### src/rtl/sdram_rom_bridge.sv
// Byte-wide CPU/cartridge port onto the SDRAM controller's 16-bit toggle req/ack ROM port.
// One-word read buffer serves same-word reads; byte writes are read-modify-write through it.
//
// state  | meaning
// -------+---------------------------------------------------------------
// SYNC   | after reset: align mem_req to mem_ack so nothing is pending
// IDLE   | accepting strobes; read hits are served from the word buffer
// RD_ACK | read/fill request outstanding, waiting for mem_ack == mem_req
// RD_DLY | counting down until mem_dout holds the read word
// WR_ACK | write request outstanding, waiting for mem_ack == mem_req
module sdram_rom_bridge #(
    parameter int unsigned DOUT_DLY = 6
) (
    input  logic        clk,
    input  logic        init_n,
    input  logic [23:0] cpu_addr,
    input  logic [7:0]  cpu_din,
    input  logic        cpu_rd,
    input  logic        cpu_wr,
    output logic [7:0]  cpu_dout,
    output logic        cpu_busy,
    input  logic        inv,
    output logic [22:0] mem_addr,
    output logic [15:0] mem_din,
    output logic        mem_we,
    output logic        mem_req,
    input  logic        mem_ack,
    input  logic [15:0] mem_dout
);

    typedef enum logic [2:0] {
        ST_SYNC,
        ST_IDLE,
        ST_RD_ACK,
        ST_RD_DLY,
        ST_WR_ACK
    } state_t;

    state_t      state, state_nxt;
    logic [3:0]  cnt, cnt_nxt;
    logic [22:0] buf_tag, buf_tag_nxt;
    logic [15:0] buf_data, buf_data_nxt;
    logic        buf_valid, buf_valid_nxt;
    logic        wr_pend, wr_pend_nxt;
    logic        inv_pend, inv_pend_nxt;
    logic        lat_sel, lat_sel_nxt;
    logic [7:0]  lat_din, lat_din_nxt;
    logic [7:0]  cpu_dout_nxt;
    logic [22:0] mem_addr_nxt;
    logic [15:0] mem_din_nxt;
    logic        mem_we_nxt;
    logic        mem_req_nxt;

    logic        ack_match;
    logic        buf_hit;
    logic [15:0] hit_merged;
    logic [15:0] fill_merged;

    function automatic logic [15:0] merge_byte(input logic [15:0] word, input logic sel,
                                               input logic [7:0] data);
        return sel ? {data, word[7:0]} : {word[15:8], data};
    endfunction

    function automatic logic [7:0] pick_byte(input logic [15:0] word, input logic sel);
        return sel ? word[15:8] : word[7:0];
    endfunction

    // An invalidate arriving with the strobe wins, so that access is a miss.
    assign ack_match   = (mem_ack == mem_req);
    assign buf_hit     = buf_valid && (buf_tag == cpu_addr[23:1]) && !inv;
    assign hit_merged  = merge_byte(buf_data, cpu_addr[0], cpu_din);
    assign fill_merged = merge_byte(mem_dout, lat_sel, lat_din);
    assign cpu_busy    = (state != ST_IDLE);

    always_ff @(posedge clk or negedge init_n) begin
        if (!init_n) begin
            state     <= ST_SYNC;
            cnt       <= 4'd0;
            buf_tag   <= 23'd0;
            buf_data  <= 16'd0;
            buf_valid <= 1'b0;
            wr_pend   <= 1'b0;
            inv_pend  <= 1'b0;
            lat_sel   <= 1'b0;
            lat_din   <= 8'd0;
            cpu_dout  <= 8'd0;
            mem_addr  <= 23'd0;
            mem_din   <= 16'd0;
            mem_we    <= 1'b0;
            mem_req   <= 1'b0;
        end else begin
            state     <= state_nxt;
            cnt       <= cnt_nxt;
            buf_tag   <= buf_tag_nxt;
            buf_data  <= buf_data_nxt;
            buf_valid <= buf_valid_nxt;
            wr_pend   <= wr_pend_nxt;
            inv_pend  <= inv_pend_nxt;
            lat_sel   <= lat_sel_nxt;
            lat_din   <= lat_din_nxt;
            cpu_dout  <= cpu_dout_nxt;
            mem_addr  <= mem_addr_nxt;
            mem_din   <= mem_din_nxt;
            mem_we    <= mem_we_nxt;
            mem_req   <= mem_req_nxt;
        end
    end

    always_comb begin
        state_nxt     = state;
        cnt_nxt       = cnt;
        buf_tag_nxt   = buf_tag;
        buf_data_nxt  = buf_data;
        buf_valid_nxt = buf_valid;
        wr_pend_nxt   = wr_pend;
        inv_pend_nxt  = inv_pend;
        lat_sel_nxt   = lat_sel;
        lat_din_nxt   = lat_din;
        cpu_dout_nxt  = cpu_dout;
        mem_addr_nxt  = mem_addr;
        mem_din_nxt   = mem_din;
        mem_we_nxt    = mem_we;
        mem_req_nxt   = mem_req;

        case (state)
            ST_SYNC: begin
                mem_req_nxt = mem_ack;
                state_nxt   = ST_IDLE;
            end

            ST_IDLE: begin
                if (inv) begin
                    buf_valid_nxt = 1'b0;
                end
                if (cpu_wr) begin
                    lat_sel_nxt  = cpu_addr[0];
                    lat_din_nxt  = cpu_din;
                    mem_addr_nxt = cpu_addr[23:1];
                    mem_req_nxt  = ~mem_req;
                    inv_pend_nxt = 1'b0;
                    if (buf_hit) begin
                        buf_data_nxt = hit_merged;
                        mem_din_nxt  = hit_merged;
                        mem_we_nxt   = 1'b1;
                        wr_pend_nxt  = 1'b0;
                        state_nxt    = ST_WR_ACK;
                    end else begin
                        mem_we_nxt  = 1'b0;
                        wr_pend_nxt = 1'b1;
                        state_nxt   = ST_RD_ACK;
                    end
                end else if (cpu_rd) begin
                    if (buf_hit) begin
                        cpu_dout_nxt = pick_byte(buf_data, cpu_addr[0]);
                    end else begin
                        lat_sel_nxt  = cpu_addr[0];
                        lat_din_nxt  = cpu_din;
                        mem_addr_nxt = cpu_addr[23:1];
                        mem_req_nxt  = ~mem_req;
                        mem_we_nxt   = 1'b0;
                        wr_pend_nxt  = 1'b0;
                        inv_pend_nxt = 1'b0;
                        state_nxt    = ST_RD_ACK;
                    end
                end
            end

            ST_RD_ACK: begin
                if (inv) begin
                    inv_pend_nxt = 1'b1;
                end
                if (ack_match) begin
                    cnt_nxt   = 4'(DOUT_DLY);
                    state_nxt = ST_RD_DLY;
                end
            end

            ST_RD_DLY: begin
                if (inv) begin
                    inv_pend_nxt = 1'b1;
                end
                cnt_nxt = cnt - 4'd1;
                // Capture on the cycle the count reaches zero, which is when mem_dout is valid.
                if (cnt <= 4'd1) begin
                    cnt_nxt       = 4'd0;
                    buf_tag_nxt   = mem_addr;
                    buf_valid_nxt = !(inv_pend || inv);
                    if (wr_pend) begin
                        buf_data_nxt = fill_merged;
                        mem_din_nxt  = fill_merged;
                        mem_we_nxt   = 1'b1;
                        mem_req_nxt  = ~mem_req;
                        wr_pend_nxt  = 1'b0;
                        state_nxt    = ST_WR_ACK;
                    end else begin
                        buf_data_nxt = mem_dout;
                        cpu_dout_nxt = pick_byte(mem_dout, lat_sel);
                        state_nxt    = ST_IDLE;
                    end
                end
            end

            ST_WR_ACK: begin
                if (inv) begin
                    buf_valid_nxt = 1'b0;
                end
                if (ack_match) begin
                    state_nxt = ST_IDLE;
                end
            end

            default: begin
                state_nxt = ST_SYNC;
            end
        endcase
    end

endmodule

### config.mk
export PLATFORM = sky130hd
export DESIGN_NAME = sdram_rom_bridge
export DESIGN_NICKNAME = d
export VERILOG_FILES = /design/src/rtl/sdram_rom_bridge.sv
export SDC_FILE = /design/constraint.sdc
export NUM_CORES = 1
export LEC_CHECK = 0
export BUFFER_PORTS_ARGS = -buffer_cell sky130_fd_sc_hd__buf_4
export CAP_MARGIN = 30
export CORE_UTILIZATION = 51
export DETAILED_ROUTE_END_ITERATION = 6
export PLACE_DENSITY = 0.88
export SKIP_LAST_GASP = 1
export SYNTH_ARGS = -nofsm -noshare
export SYNTH_HDL_FRONTEND = slang
export SYNTH_SLANG_ARGS = --single-unit
### constraint.sdc
create_clock -name clk -period 2.1 [get_ports clk]
set_clock_uncertainty 0.2 [all_clocks]
set_input_delay 0.105 -clock clk [delete_from_list [all_inputs] [get_ports clk]]
set_output_delay 0.105 -clock clk [all_outputs]
set_load 0.05 [all_outputs]
==> summary.txt <==
Status: finished with violations
Failing checks: setup timing
Clock power share: 12.6%
Finished Core Util: 79.9%
Max Transition Viols Final: 0
Wire length per cell: 29.1 um
Power Density: 1780 nW/um^2
Most frequent cell after synthesis: dfrtp_1
Final setup violation count: 104
Worst R2R Start: buf_tag[0]
Reg2reg setup slack: -0.54 ns
H-Tree Level Count: 3
Initial core utilization: 52.6%
DIE WIDTH: 108 um
Critical Path Start: buf_tag[0]
Synth Register Bits: 107
Root Buffer: clkbuf_16
Worst-Skew Late Latency: 0.36 ns
Reg area: 2680 um^2
Detailed-route DRC error count: 0
Worst-Margin Slew: 0.917 ns
Placed Cells incl. Taps: 770
CTS Buffer Depth: 2
RR Endpoint: mem_din[2]
Final WL: 24800 um
Synth-to-layout area growth: 51.8%
Share of Yosys cell area claimed by the top area cell type: 46.5%
Critical Path Start Type: flop
Antenna diodes: 0
Tot Pwr: 15600 uW
Minimum clock period: 2.64 ns
Synth top cells by count: 107 x dfrtp_1, 45 x a21oi_1, 41 x mux2_2
CORE AREA: 10900 um^2
YS warnings: 0
# Max-Cap Violations: 0
Layout Nets: 765
Synth Flop Type: dfrtp_1
Pre-antenna DRT Iters: 6
Crit share post-route: 126%
Internal: 8020 uW
Max Clk Rate: 0.379 GHz
Rel. slew slack: 38.4%
Die Y-Extent: 108 um
Sw Pwr: 7560 uW
Placer Congestion: 0.873
Tot GR Track Use: 36.0%
Post-synth EDFFs: 0
Number of global-route vias before repair: 5789
Synth area leaders: dfrtp_1 47%, mux2_2 8.0%, mux2_4 7.8%
Remaining Overflow, GRT: 0
RSZ-0062 raised after global routing: true
Worst reg2reg path depth: 9
First-pass GRT wire length: 31500 um
Largest net degree at the start of global routing: 62
Worst hold stages: 4
Routed vias/inst: 6.83
Register area share after synthesis: 46.5%
# IOs: 104
Hold wc startpoint: mem_dout[14]
VDD IR-drop max: 0.937 mV
Sequential Power Share: 27.5%
Critical-path maximum fanout: 4
# port buffers: 103
CTS tree: built
Mapped Area: 5750 um^2
Critical setup path kind: reg2reg
Critical Path RT: 2.15 ns
Multi-input logic area: 3410 um^2
Antenna violations before repair: 0
Synth async-reset ratio: 100%
Cells after synthesis: 518
Layout cell share with drive strength beyond 1: 47.6%
Switching share of power: 48.5%
Hold WC Path Type: in2reg
Leak: 0.00400 uW
Post-DRT Antenna Nets: 0
Final setup margin: -0.537 ns
Final Hold Fails: 0
Clock slew seen by the registers of the worst setup and hold paths: 0.08 ns
Crit end category: flop
Clk sinks: 107
Post-Syn Area per Cell: 11.1 um^2
Die area: 11700 um^2
CP Data Arrival Time: 2.69 ns
Cell taking the most area after synthesis: dfrtp_1
Syn Nets: 574
Fin cells: 854
Comb pwr share: 59.9%
Synth unique cells: 48
Drt initial violations: 700
FP Rows: 38
Hold EP: cpu_dout[6]
Fill cells: 532
CTS Buf Count: 9
Final HPWL DP: 9810 um
Total Neg Setup Slack: -33.60 ns
Total number of vias: 5832
-- layer usage --
layer  vias up  track usage [%]  routed length [um]
met3       220             8.44                3000
li1       2250                -                   -
met1      2819             44.0                8690
met5         -                0                   0
met2       543             57.7               11100
met4         0             21.6                2080
-- how the worst max path moves through the flow --
| stage | end | slack, ns | cells after the start |
|---|---|---|---|
| floorplan | lat_din[0] | -0.16 | 7 |
| global placement | mem_addr[0] | -0.26 | 7 |
| detailed placement | mem_addr[1] | -0.30 | 7 |
| CTS | lat_din[5] | -0.32 | 8 |
| global route | mem_din[2] | -0.66 | 8 |
| finish | mem_din[2] | -0.54 | 9 |
-- flip-flops by register name (all words and copies together), names as in the netlist, 3 cells and up --
signal / count
mem_din: 16
cpu_dout: 8
cnt: 4
lat_din: 8
buf_tag: 23
state: 3
buf_data: 16
mem_addr: 23
-- layout by cell type (no fill, tap or decap), types with 4 or more instances in the layout --
master         Yosys  layout
a211oi_1          14      13
a21oi_1           45      31
a21oi_2            0      11
a2bb2oi_2          0      12
buf_12             3      14
buf_16             0       4
buf_4              0     136
buf_6              0      10
buf_8              0       4
clkbuf_16          0      14
dfrtp_1          107     106
dlygate4sd3_1      0      40
mux2_2            41      14
mux2_4            30      57
mux2i_1           35      35
nand2_1           38      35
nand3_1           14      14
nor2_1            36      22
nor2_4             0      11
nor2b_1           13      13
nor4_2             2       8
o21ai_0           18      14
xor2_1            23      19
xor2_2             0       4
-- cells by family after synthesis --
family	Yosys count	share of synthesized area, %
mux	106	21.9
buf+inv	39	3.63
flops	107	46.5
fa+ha+maj	2	0.435
compound gates	114	12.9
xor+xnor	25	3.81
simple gates	125	10.7
-- critical path: stages (launching register included) --
cell and delay (ns):
dfrtp_1 0.43, xor2_1 0.20, nor4_2 0.29, nand4_1 0.21, buf_4 0.20, o21ai_4 0.31, o21a_4 0.22, buf_12 0.11
buf_6 0.09, o21a_1 0.25
-- layout make-up --
class / count / share of cell area [%]
Multi-Input combinational cell: 372 / 39.1
Sequential cell: 107 / 30.7
Timing Repair Buffer: 213 / 24.2
Clock buffer: 9 / 2.58
Tap cell: 140 / 2.01
Clock inverter: 7 / 1.22
Inverter: 6 / 0.301
-- through the flow --
stage | worst slack (ns) | hold WS [ns] | area, um^2
3_5_place_dp | -0.298 | -0.0583 | 6980
4_1_cts | -0.322 | 0.00679 | 8280
6_report | -0.537 | 0.0189 | 8730
3_3_place_gp | -0.262 | -0.0594 | 6980
2_1_floorplan | -0.165 | -0.391 | 5820
5_1_grt | -0.656 | 0.0577 | 8730
-- power groups by stage --
stage | registers (uW) | clock network, uW | logic (uW)
5_1_grt | 4340 | 2050 | 9610
6_report | 4280 | 1960 | 9340
4_1_cts | 4000 | 1900 | 7800
3_5_place_dp | 3960 | 0 | 7070
2_1_floorplan | 5380 | 0 | 3530
3_3_place_gp | 3880 | 0 | 6850
-- what timing repair did --
action,CTS,global route
gates cloned,6,6
gates resized for setup,74,75
hold buffers,40,0
setup endpoints to repair,92,102
setup buffers,14,10
pin swaps,13,15
hold endpoints to repair,148,0
Note: power is estimated with default switching activity, not from simulation.
